===== src/rtl/dcm_prog_ctrl_if.sv =====
// dcm_prog_ctrl_if: request handshake plus DCM program/status signals of the reprogramming controller
interface dcm_prog_ctrl_if;
  logic       cfg_valid;
  logic       cfg_ready;
  logic [7:0] cfg_m_m1;
  logic [7:0] cfg_d_m1;
  logic       prog_en;
  logic       prog_data;
  logic       prog_done;
  logic       locked;
  logic       busy;
  logic       done;
  logic       err;
  modport master (
    output cfg_valid, cfg_m_m1, cfg_d_m1, prog_done, locked,
    input  cfg_ready, prog_en, prog_data, busy, done, err
  );
  modport slave (
    input  cfg_valid, cfg_m_m1, cfg_d_m1, prog_done, locked,
    output cfg_ready, prog_en, prog_data, busy, done, err
  );
endinterface


===== src/rtl/dcm_prog_ctrl.sv =====
// dcm_prog_ctrl: serial DCM_CLKGEN M/D reprogramming with PROGDONE/LOCKED completion and timeout
module dcm_prog_ctrl #(
  parameter int GAP_CYCLES     = 2,
  parameter int TIMEOUT_CYCLES = 65535
) (
  input logic            clk,
  input logic            rst,
  dcm_prog_ctrl_if.slave bus
);
  typedef enum logic [2:0] {IDLE, LOAD_D, GAP_D, LOAD_M, GAP_M, GO, WAIT_DONE, WAIT_LOCK} state_t;
  localparam logic [3:0]  GAP = 4'(GAP_CYCLES);
  localparam logic [15:0] TO  = 16'(TIMEOUT_CYCLES);
  state_t      r_state;
  logic [7:0]  r_m, r_d;
  logic [3:0]  r_cnt;
  logic [15:0] r_tcnt;
  logic        r_lk1, r_lk2, r_ready, r_busy, r_en, r_data, r_done, r_err;
  logic [9:0]  w_seq;
  logic [15:0] w_tnext;
  logic        w_to;
  // Serial word: bit0 = 1, bit1 = 0 for D / 1 for M, then the 8-bit field LSB first
  always_comb begin
    w_seq   = r_state == LOAD_M ? {r_m, 2'b11} : {r_d, 2'b01};
    w_tnext = r_tcnt == TO ? r_tcnt : r_tcnt + 16'd1;
    w_to    = w_tnext == TO;
  end
  always_ff @(posedge clk) begin
    if (rst) begin
      r_state <= IDLE;
      r_ready <= 1'b0;
      r_busy  <= 1'b0;
      r_en    <= 1'b0;
      r_data  <= 1'b0;
      r_done  <= 1'b0;
      r_err   <= 1'b0;
      r_lk1   <= 1'b0;
      r_lk2   <= 1'b0;
      r_cnt   <= 4'd0;
      r_tcnt  <= 16'd0;
      r_m     <= 8'd0;
      r_d     <= 8'd0;
    end else begin
      r_lk1  <= bus.locked;
      r_lk2  <= r_lk1;
      r_done <= 1'b0;
      r_err  <= 1'b0;
      case (r_state)
        IDLE: begin
          r_ready <= 1'b1;
          if (r_ready && bus.cfg_valid) begin
            r_ready <= 1'b0;
            if (bus.cfg_m_m1 == 8'd0) begin
              r_done <= 1'b1;
              r_err  <= 1'b1;
            end else begin
              r_m     <= bus.cfg_m_m1;
              r_d     <= bus.cfg_d_m1;
              r_state <= LOAD_D;
              r_busy  <= 1'b1;
              r_en    <= 1'b1;
              r_data  <= 1'b1;
              r_cnt   <= 4'd1;
            end
          end
        end
        LOAD_D, LOAD_M: begin
          if (r_cnt == 4'd10) begin
            r_state <= r_state == LOAD_D ? GAP_D : GAP_M;
            r_en    <= 1'b0;
            r_data  <= 1'b0;
            r_cnt   <= 4'd1;
          end else begin
            r_data <= w_seq[r_cnt];
            r_cnt  <= r_cnt + 4'd1;
          end
        end
        GAP_D, GAP_M: begin
          if (r_cnt == GAP) begin
            r_state <= r_state == GAP_D ? LOAD_M : GO;
            r_en    <= 1'b1;
            r_data  <= r_state == GAP_D;
            r_cnt   <= 4'd1;
          end else begin
            r_cnt <= r_cnt + 4'd1;
          end
        end
        GO: begin
          r_state <= WAIT_DONE;
          r_en    <= 1'b0;
          r_data  <= 1'b0;
          r_tcnt  <= 16'd0;
        end
        default: begin
          r_tcnt <= w_tnext;
          // Timeout wins over a PROGDONE/LOCKED arriving on the same edge
          if (w_to || (r_state == WAIT_LOCK && r_lk2)) begin
            r_state <= IDLE;
            r_busy  <= 1'b0;
            r_ready <= 1'b1;
            r_done  <= 1'b1;
            r_err   <= w_to;
          end else if (r_state == WAIT_DONE && bus.prog_done) begin
            r_state <= WAIT_LOCK;
          end
        end
      endcase
    end
  end
  assign bus.cfg_ready = r_ready;
  assign bus.busy      = r_busy;
  assign bus.prog_en   = r_en;
  assign bus.prog_data = r_data;
  assign bus.done      = r_done;
  assign bus.err       = r_err;
endmodule


===== src/flat_wrapper.sv =====
// flat-port wrapper written by rule: the top's interface ports become plain ports
module dcm_prog_ctrl_flat 
#(
  parameter int GAP_CYCLES     = 2,
  parameter int TIMEOUT_CYCLES = 65535
)
  (clk, rst, bus_cfg_valid, bus_cfg_m_m1, bus_cfg_d_m1, bus_prog_done, bus_locked, bus_cfg_ready, bus_prog_en, bus_prog_data, bus_busy, bus_done, bus_err);
  dcm_prog_ctrl_if bus_i ();
  input logic clk;
  input logic rst;
  input wire logic [$bits(bus_i.cfg_valid)-1:0] bus_cfg_valid;
  input wire logic [$bits(bus_i.cfg_m_m1)-1:0] bus_cfg_m_m1;
  input wire logic [$bits(bus_i.cfg_d_m1)-1:0] bus_cfg_d_m1;
  input wire logic [$bits(bus_i.prog_done)-1:0] bus_prog_done;
  input wire logic [$bits(bus_i.locked)-1:0] bus_locked;
  output wire logic [$bits(bus_i.cfg_ready)-1:0] bus_cfg_ready;
  output wire logic [$bits(bus_i.prog_en)-1:0] bus_prog_en;
  output wire logic [$bits(bus_i.prog_data)-1:0] bus_prog_data;
  output wire logic [$bits(bus_i.busy)-1:0] bus_busy;
  output wire logic [$bits(bus_i.done)-1:0] bus_done;
  output wire logic [$bits(bus_i.err)-1:0] bus_err;
  assign bus_i.cfg_valid = bus_cfg_valid;
  assign bus_i.cfg_m_m1 = bus_cfg_m_m1;
  assign bus_i.cfg_d_m1 = bus_cfg_d_m1;
  assign bus_i.prog_done = bus_prog_done;
  assign bus_i.locked = bus_locked;
  assign bus_cfg_ready = bus_i.cfg_ready;
  assign bus_prog_en = bus_i.prog_en;
  assign bus_prog_data = bus_i.prog_data;
  assign bus_busy = bus_i.busy;
  assign bus_done = bus_i.done;
  assign bus_err = bus_i.err;
  dcm_prog_ctrl #(.GAP_CYCLES(GAP_CYCLES), .TIMEOUT_CYCLES(TIMEOUT_CYCLES)) u_core (.clk(clk), .rst(rst), .bus(bus_i));
endmodule

===== config.mk =====
export PLATFORM = sky130hd
export DESIGN_NAME = dcm_prog_ctrl_flat
export DESIGN_NICKNAME = d
export VERILOG_FILES = /design/src/rtl/dcm_prog_ctrl_if.sv /design/src/rtl/dcm_prog_ctrl.sv /design/src/flat_wrapper.sv
export SDC_FILE = /design/constraint.sdc
export NUM_CORES = 1
export LEC_CHECK = 0
export CAP_MARGIN = 20
export CORE_MARGIN = 3
export CORE_UTILIZATION = 35
export DETAILED_ROUTE_END_ITERATION = 7
export PLACE_DENSITY = 0.53
export SKIP_LAST_GASP = 1
export SYNTH_ARGS = -nofsm -noshare
export SYNTH_HDL_FRONTEND = slang
export SYNTH_SLANG_ARGS = --single-unit

===== constraint.sdc =====
create_clock -name clk -period 2.8 [get_ports clk]
set_clock_uncertainty 0.05 [all_clocks]
set_input_delay 0.7 -clock clk [delete_from_list [all_inputs] [get_ports clk]]
set_output_delay 0.7 -clock clk [all_outputs]
set_load 0.02 [all_outputs]

# Word-level counts from Yosys, hierarchy flattened
# Index checks and enable logic that the tools add are counted.
# op_classes
mux,38
n_lt_le_gt_ge,1
eq_ne,15
n_bitwise,2
n_addsub,2
n_reduce_logical,21
# op_table
cell,count
== test 16 bit (second input constant),2
one-hot mux 16 bit (2 select lines),1
2-to-1 mux 3 bit,8
adder 16 x 1 -> 16 bit (second input constant),1
2-to-1 mux 16 bit,1
2-to-1 mux 4 bit,4
2-to-1 mux 1 bit,14
== test 3 bit (second input constant),4
one-hot mux 3 bit (4 select lines),1
one-hot mux 4 bit (3 select lines),1
2-to-1 mux 10 bit,1
AND reduction 5 bit,2
OR reduction 5 bit,2
logical NOT 8 bit,1
one-hot mux 1 bit (2 select lines),4
one-hot mux 1 bit (4 select lines),2
AND reduction 4 bit,2
== test 3 x 2 -> 1 bit (second input constant),2
!= test 2 x 1 -> 1 bit (second input constant),3
AND reduction 3 bit,2
nonzero test 6 bit,1
less-than comparator 4 x 5 -> 1 bit (second input constant),1
adder 4 x 1 -> 4 bit (second input constant),1
binary-select mux 1 bit (select 4 bit),1
13 further kinds,17
# totals
word_cells,92
ff_bits,47
in_bits,21
out_inout_bits,6

# Logic depth before layout (Yosys ltp)
# Gate-level depths: netlist of run 1.
# logic_depth
depth_word,6
depth_mapped,8

# Worst setup path after synthesis of run 1
# Ideal clock, no wire load.
# synth_timing
kind,reg-to-reg
from,register u_core.r_tcnt[0]
to,register u_core.r_state[0]
path_slack_ns,0.401
arrival_time_ns,2.232
n_path_buf,0
path_stages_with_launch,8
required_time_ns,2.634
path_cell_list,dfxtp_1 > ha_1 > nand3_2 > nor4_1 > xnor2_1 > o211ai_1 > or4_1 > o211a_1
# synth_between
elab_chain_cells,6
# synth_lines
element,line_no,rtl
from (decl),dcm_prog_ctrl.sv:16,logic [15:0] r_tcnt;
from (signal assigned),dcm_prog_ctrl.sv:94,r_tcnt <= w_tnext;
adder 16 x 1 -> 16 bit / == test 16 bit (equally long branches),dcm_prog_ctrl.sv:24,w_tnext = r_tcnt == TO ? r_tcnt : r_tcnt + 16'd1;
2-to-1 mux 16 bit *,dcm_prog_ctrl.sv:24,
== test 16 bit *,dcm_prog_ctrl.sv:25,w_to = w_tnext == TO;
logical OR 1 bit *,dcm_prog_ctrl.sv:96,if (w_to || (r_state == WAIT_LOCK && r_lk2)) begin
nonzero test 6 bit (no line) / 2-to-1 mux 3 bit (equally long branches),--,
AND reduction 5 bit (no line) / one-hot mux 3 bit (4 select lines) (equally long branches),--,
to (signal assigned),dcm_prog_ctrl.sv:68,r_state <= r_state == LOAD_D ? GAP_D : GAP_M;
to (signal assigned),dcm_prog_ctrl.sv:79,r_state <= r_state == GAP_D ? LOAD_M : GO;
to (decl),dcm_prog_ctrl.sv:13,state_t r_state;
# Every way passes the cells marked *; elsewhere a longest branch is shown, timed or not.
# A chain may end at the register's enable or synchronous reset.

# Worst setup path in the final report of run 1
# layout_timing
from,register u_core.r_tcnt[1]
to,register u_core.r_err (netlist: u_core.bus.err)
# layout_between
elab_chain_cells,6
# layout_lines
element,line_no,rtl
adder 16 x 1 -> 16 bit / == test 16 bit (equally long branches),dcm_prog_ctrl.sv:24,
2-to-1 mux 16 bit *,dcm_prog_ctrl.sv:24,
== test 16 bit *,dcm_prog_ctrl.sv:25,
logical OR 1 bit,dcm_prog_ctrl.sv:96,
2-to-1 mux 1 bit *,dcm_prog_ctrl.sv:96,
one-hot mux 1 bit (2 select lines) *,dcm_prog_ctrl.sv:47,case (r_state)
to (signal assigned),dcm_prog_ctrl.sv:101,r_err <= w_to;
to (decl),dcm_prog_ctrl.sv:17,"logic r_lk1, r_lk2, r_ready, r_busy, r_en, r_data, r_done, r_err;"
# Marked as above.

==> flow_summary.toml, run 1 <==
[sta]
worst_pin_slew_ns = 0.8237
maxSlewHeadroom = 0.4472
fin_crit_sh = 0.9466
period_needed_ns = 2.650
final.setup.worst_slack_ns = 0.1497
maxSlewViolCount = 0
setup_violations = 0
fmax_mhz = 377.3
fin_tns_setup_ns = 0
finalHoldViolCount = 0

[synthesis]
ys_types = 55
synth-edff-count = 0
yosysTopAreaCell = "dfxtp_1"
synthTopCellsByCount = "47 x dfxtp_1, 36 x nor2_1, 31 x nand2_1"
ys_ff_latch = 47
synth_cells = 306
synth_area_mm2 = 0.002511
yosysTopAreaCellShare = 0.3747
synth_most_common_cell = "dfxtp_1"
yosys_warnings = 0
async_flop_share = 0
syn_avg_cell_area_um2 = 8.206
ys.flop_type = "dfxtp_1"
synth_nets = 330
ys_seq_area_frac = 0.3747
ys_top_cells_by_area = "dfxtp_1 37%, nor2_1 5.4%, a21oi_1 4.8%, nand2_1 4.6%, mux2i_1 4.0%"

[clocking]
cts_sinks = 47
clockBufferDepth = 2
cts_root_buffer = "clkbuf_8"
path_clk_slew_ns = 0.09
cts_buffers = 5
clkLatencyLatePin_ns = 0.30
htree_levels = 2
tritoncts = "built"
cts_hold_buf = 0

[floorplanning]
fp.coreArea_mm2 = 0.006869
rows = 30
initial_utilization = 0.3656
dieArea_mm2 = 0.008227
pin_count = 27
die_w_um = 90.71
dieHeight_um = 90.71

[routing]
routed.top_layer = "met4"
dr.pass1.iters = 5
wl_met3_um = 314
met1Wirelength_mm = 3.297
avgViaCountPerCell = 5.514
drt_iter0_drc = 191
route.final.wire_length_mm = 6.538
drc = 0
wl_met2_mm = 2.844
wl_per_cell_um = 15.13
ant_nets = 0
vias = 2382

[global_routing]
grt_pass1_wl_mm = 11.18
grt_pass1_vias = 2261
grt_max_degree = 38
grt_usage = 0.1653
gr-total-overflow = 0
antenna_found_initial = 0

[setup_path]
crit_family = "simple AND/OR/NAND/NOR gates"
path_max_fanout = 9
worst_setup_path_start_kind = "flop"
crit_required_ns = 2.98
setup.worst_path.class = "flop to flop"
critPathBufInv = 1
cpMaxStageDelayCell = "or4_1"
crit_arrival_ns = 2.83
path_cells = "ha_2, nand3_2, nor4_2, buf_4, xnor2_1, o211ai_1, or4_1, a21oi_1"
cpPeakStageDelay_ns = 0.56
worstSetupEndpointType = "flop"

[power]
leakage_uw = 0.001084
peakVddDrop_uv = 253.9
powerDensity_mw_per_mm2 = 476.0

[placement]
preCtsSetupSlack_ns = 0.1836
port_buffers = 26
place.detailed.hpwl_mm = 4.646
dp.cells = 424
gp_congestion = 0.8625

[outcome]
status = "complete, no violations"

[finish]
final_nets = 359
area_delta_synth_final_pct = 20.73
final_core_util = 0.4413
final_cells = 432
regArea_um2 = 942.2
drive_gt1_frac = 0.1161
diodes = 0
multiInputGateArea_mm2 = 0.001480
fillers = 692

[flow_run]
cap_violations = 0

[hold_path]
hp-class = "flop to flop"
==> area by class of cell <==
class | instances | share of cell area
multi-input combinational | 236 | 0.4882
clock inverter | 2 | 0.005778
clock buffer | 6 | 0.02394
timing repair buffer | 42 | 0.1279
tap | 96 | 0.03962
sequential | 47 | 0.3108
inverter | 3 | 0.003714
==> timing repair <==
action	CTS	global route
setup endpoints to repair	0	5
hold endpoints to repair	0	0
gates resized for setup	0	3
setup buffers	0	0
==> worst paths after layout <==
kind,startpoint,end,slack [ns],cells past startpoint
worst max-delay path,u_core.r_tcnt[1],u_core.bus.err,0.15,8
worst min-delay path,u_core.r_lk1,u_core.r_lk2,0.39,1
worst max register to register,u_core.r_tcnt[1],u_core.bus.err,0.15,8
worst min register to register,u_core.r_lk1,u_core.r_lk2,0.39,1
==> placed cells by master (no fill, tap or decap), types with 3 or more instances in the layout <==
cell type / n
nand3_1: 9
and3_1: 7
nand3b_1: 4
nor2_1: 36
nor2b_1: 4
mux4_2: 3
clkdlybuf4s50_1: 25
dfxtp_1: 46
mux2i_1: 10
a21oi_1: 24
inv_1: 3
clkbuf_8: 5
nand2_1: 31
a311oi_1: 4
a211oi_1: 6
buf_4: 15
o21ai_0: 14
nor4_1: 5
a22oi_1: 8
nor3_1: 11
a31oi_1: 6
==> report_power, final <==
group          total, µW  internal [µW]  switching (µW)
Sequential           735            709            26.5
Combinational        286            142             144
Clock                422            180             242
==> metal layers <==
metal | vias up | GRT usage
met2 | 63 | 0.2403
met5 | - | 0
met4 | 0 | 0.05102
met1 | 1119 | 0.2455
met3 | 7 | 0.02917
li1 | 1193 | -
==> flip-flops by register name (all words and copies together) (netlist names), 3 cells and up <==
| name | count |
|---|---|
| u_core.r_m | 8 |
| u_core.r_state | 3 |
| u_core.r_tcnt | 16 |
| u_core.r_d | 8 |
| u_core.r_cnt | 4 |
==> through the flow <==
step | area (µm²) | total power [µW] | hold WS (ns)
after global routing | 3032 | 1523 | 0.4322
after global placement | 2932 | 1038 | 0.3826
final | 3032 | 1443 | 0.3948
after floorplan | 2511 | 910.7 | 0.3638
after CTS | 3022 | 1466 | 0.4007
after detailed placement | 2932 | 1038 | 0.3766
==> cells by family (layout without fill, tap and decap cells) <==
group,after synthesis,count (layout),synth area share
AOI/OAI and AO/OA,87,87,0.2282
xor gates and xnor gates,2,2,0.006977
adders and majority gates,3,3,0.01495
buffers and inverters,23,53,0.03936
DFF,47,47,0.3747
muxes,15,15,0.07573
and+or+nand+nor,129,129,0.2601
Power figures use the tool's default switching activity.
==> inputs of run 2 (changes only) <==
Settings changed: ABC_CLOCK_PERIOD_IN_PS set to 2800.
==> results of run 2 <==
The final DEF is identical to that of run 1; final timing and power are the same.
==> inputs of run 3 (changes only) <==
Settings changed: GPL_TIMING_DRIVEN set to 0, TNS_END_PERCENT set to 5.
==> flow_summary.toml, run 3 (synthesis gave the netlist of run 1 again) <==
[routing]
vias = 2440
dr.pass1.iters = 4
wl_met2_mm = 3.160
routed.top_layer = "met4"
drt_iter0_drc = 143
ant_nets = 0
route.final.wire_length_mm = 6.984
met1Wirelength_mm = 3.420
wl_met3_um = 340
drc = 0
avgViaCountPerCell = 5.584
wl_per_cell_um = 15.98

[placement]
place.detailed.hpwl_mm = 4.977
gp_congestion = 0.8145
port_buffers = 25
dp.cells = 427

[power]
powerDensity_mw_per_mm2 = 482.2
p_total_uw = 1446
peakVddDrop_uv = 367.4
leakage_uw = 0.001051

[floorplanning]
fp.coreArea_mm2 = 0.006869
dieArea_mm2 = 0.008227
initial_utilization = 0.3656
rows = 30
pin_count = 27
die_w_um = 90.71
dieHeight_um = 90.71

[finish]
regMostFlops = "u_core.r_tcnt"
drive_gt1_frac = 0.08211
final_cell_mix = "47 x dfxtp_1, 36 x nor2_1, 31 x nand2_1"
final_nets = 364
largest_reg_flops = 16
top_regs = "u_core.r_tcnt x16, u_core.r_d x8, u_core.r_m x8"
area_delta_synth_final_pct = 19.43
diodes = 0
final_common_cell = "dfxtp_1"
final_cells = 437

[sta]
fin_crit_sh = 0.9614
maxSlewHeadroom = 0.4629
maxSlewViolCount = 0
grt_setup_unrepaired = "true"
worst_pin_slew_ns = 0.8003
setup_violations = 0
fmax_mhz = 371.5
finalHoldViolCount = 0
period_needed_ns = 2.692

[clocking]
clkLatencyLatePin_ns = 0.31
cts_hold_buf = 0
tritoncts = "built"
cts_root_buffer = "clkbuf_8"
clockBufferDepth = 2
cts_buffers = 5
cts_sinks = 47
path_clk_slew_ns = 0.10
htree_levels = 2

[global_routing]
gr-total-overflow = 0
grt_pass1_wl_mm = 11.54
grt_usage = 0.1729
grt_max_degree = 16
grt_pass1_vias = 2305
antenna_found_initial = 0

[setup_path]
setup.worst_path.class = "flop to flop"
cpPeakStageDelay_ns = 0.58
worstSetupEndpointType = "flop"
worst_setup_path_start_kind = "flop"
path_max_fanout = 9
crit_required_ns = 2.96
path_cells = "ha_1, nand3_2, nor4_2, xnor2_1, o211ai_1, or4_1, o211a_1"
cpMaxStageDelayCell = "or4_1"
crit_arrival_ns = 2.85

[hold_path]
hp-class = "flop to flop"

[flow_run]
cap_violations = 0

[outcome]
status = "complete, no violations"
run 3: final timing paths:
path                                        from  depth (start not counted)  slack [ns]                 to
worst max-delay path            u_core.r_tcnt[0]                          7        0.11  u_core.r_state[0]
worst min-delay path                u_core.r_lk1                          1        0.40       u_core.r_lk2
worst max register to register  u_core.r_tcnt[0]                          7        0.11  u_core.r_state[0]
worst min register to register      u_core.r_lk1                          1        0.40       u_core.r_lk2
run 3: critical path, delay by kind of cell (launching register included):
family,cells,cell delay [ns]
AO/OA/AOI/OAI,2,0.31
XOR/XNOR,1,0.17
adder cells (fa/ha/maj),1,0.31
flip-flops,1,0.48
AND/OR/NAND/NOR,3,1.26
run 3: routing by layer:
layer | GRT usage | up-vias
li1 | - | 1202
met1 | 0.2428 | 1167
met2 | 0.2644 | 63
met3 | 0.03000 | 8
met4 | 0.06250 | 0
met5 | 0 | -
run 3: repair_timing:
action | in CTS | in global routing
endpoints found under the setup margin | 6 | 19
pin swaps | 1 | 0
gates cloned | 0 | 0
buffers inserted | 2 | 0
resized for setup | 0 | 5
hold endpoints to repair | 0 | 0
run 3: layout make-up:
class                           count  area, µm²
Fill cell                         697       3870
Multi-Input combinational cell    236       1483
Sequential cell                    47      940.9
Timing Repair Buffer               27      265.3
Tap cell                           96      120.1
Buffer                             20      88.84
Clock buffer                        6      72.57
Clock inverter                      2      17.52
Inverter                            3      11.26
run 3: report_power, final:
group / switching [µW] / leakage [µW] / internal [µW]
Combinational: 143 / 0.000624 / 128
Sequential: 33.4 / 0.000382 / 709
Clock: 253 / 0.0000454 / 180
Total: 429 / 0.00105 / 1020
run 3: stage by stage:
step	hold WS [ns]	TNS (ns)	utilization	worst slack (ns)	area [µm²]
floorplan	0.3638	0	-	0.4012	2511
global placement	0.3667	-3.048	0.4195	-0.3356	2882
detailed placement	0.3751	-2.603	0.4195	-0.3183	2882
CTS	0.4002	-0.3024	0.4348	-0.1164	2987
global route	0.4078	-0.4519	0.4366	-0.1399	2999
finish	0.3959	0	0.4366	0.1080	2999
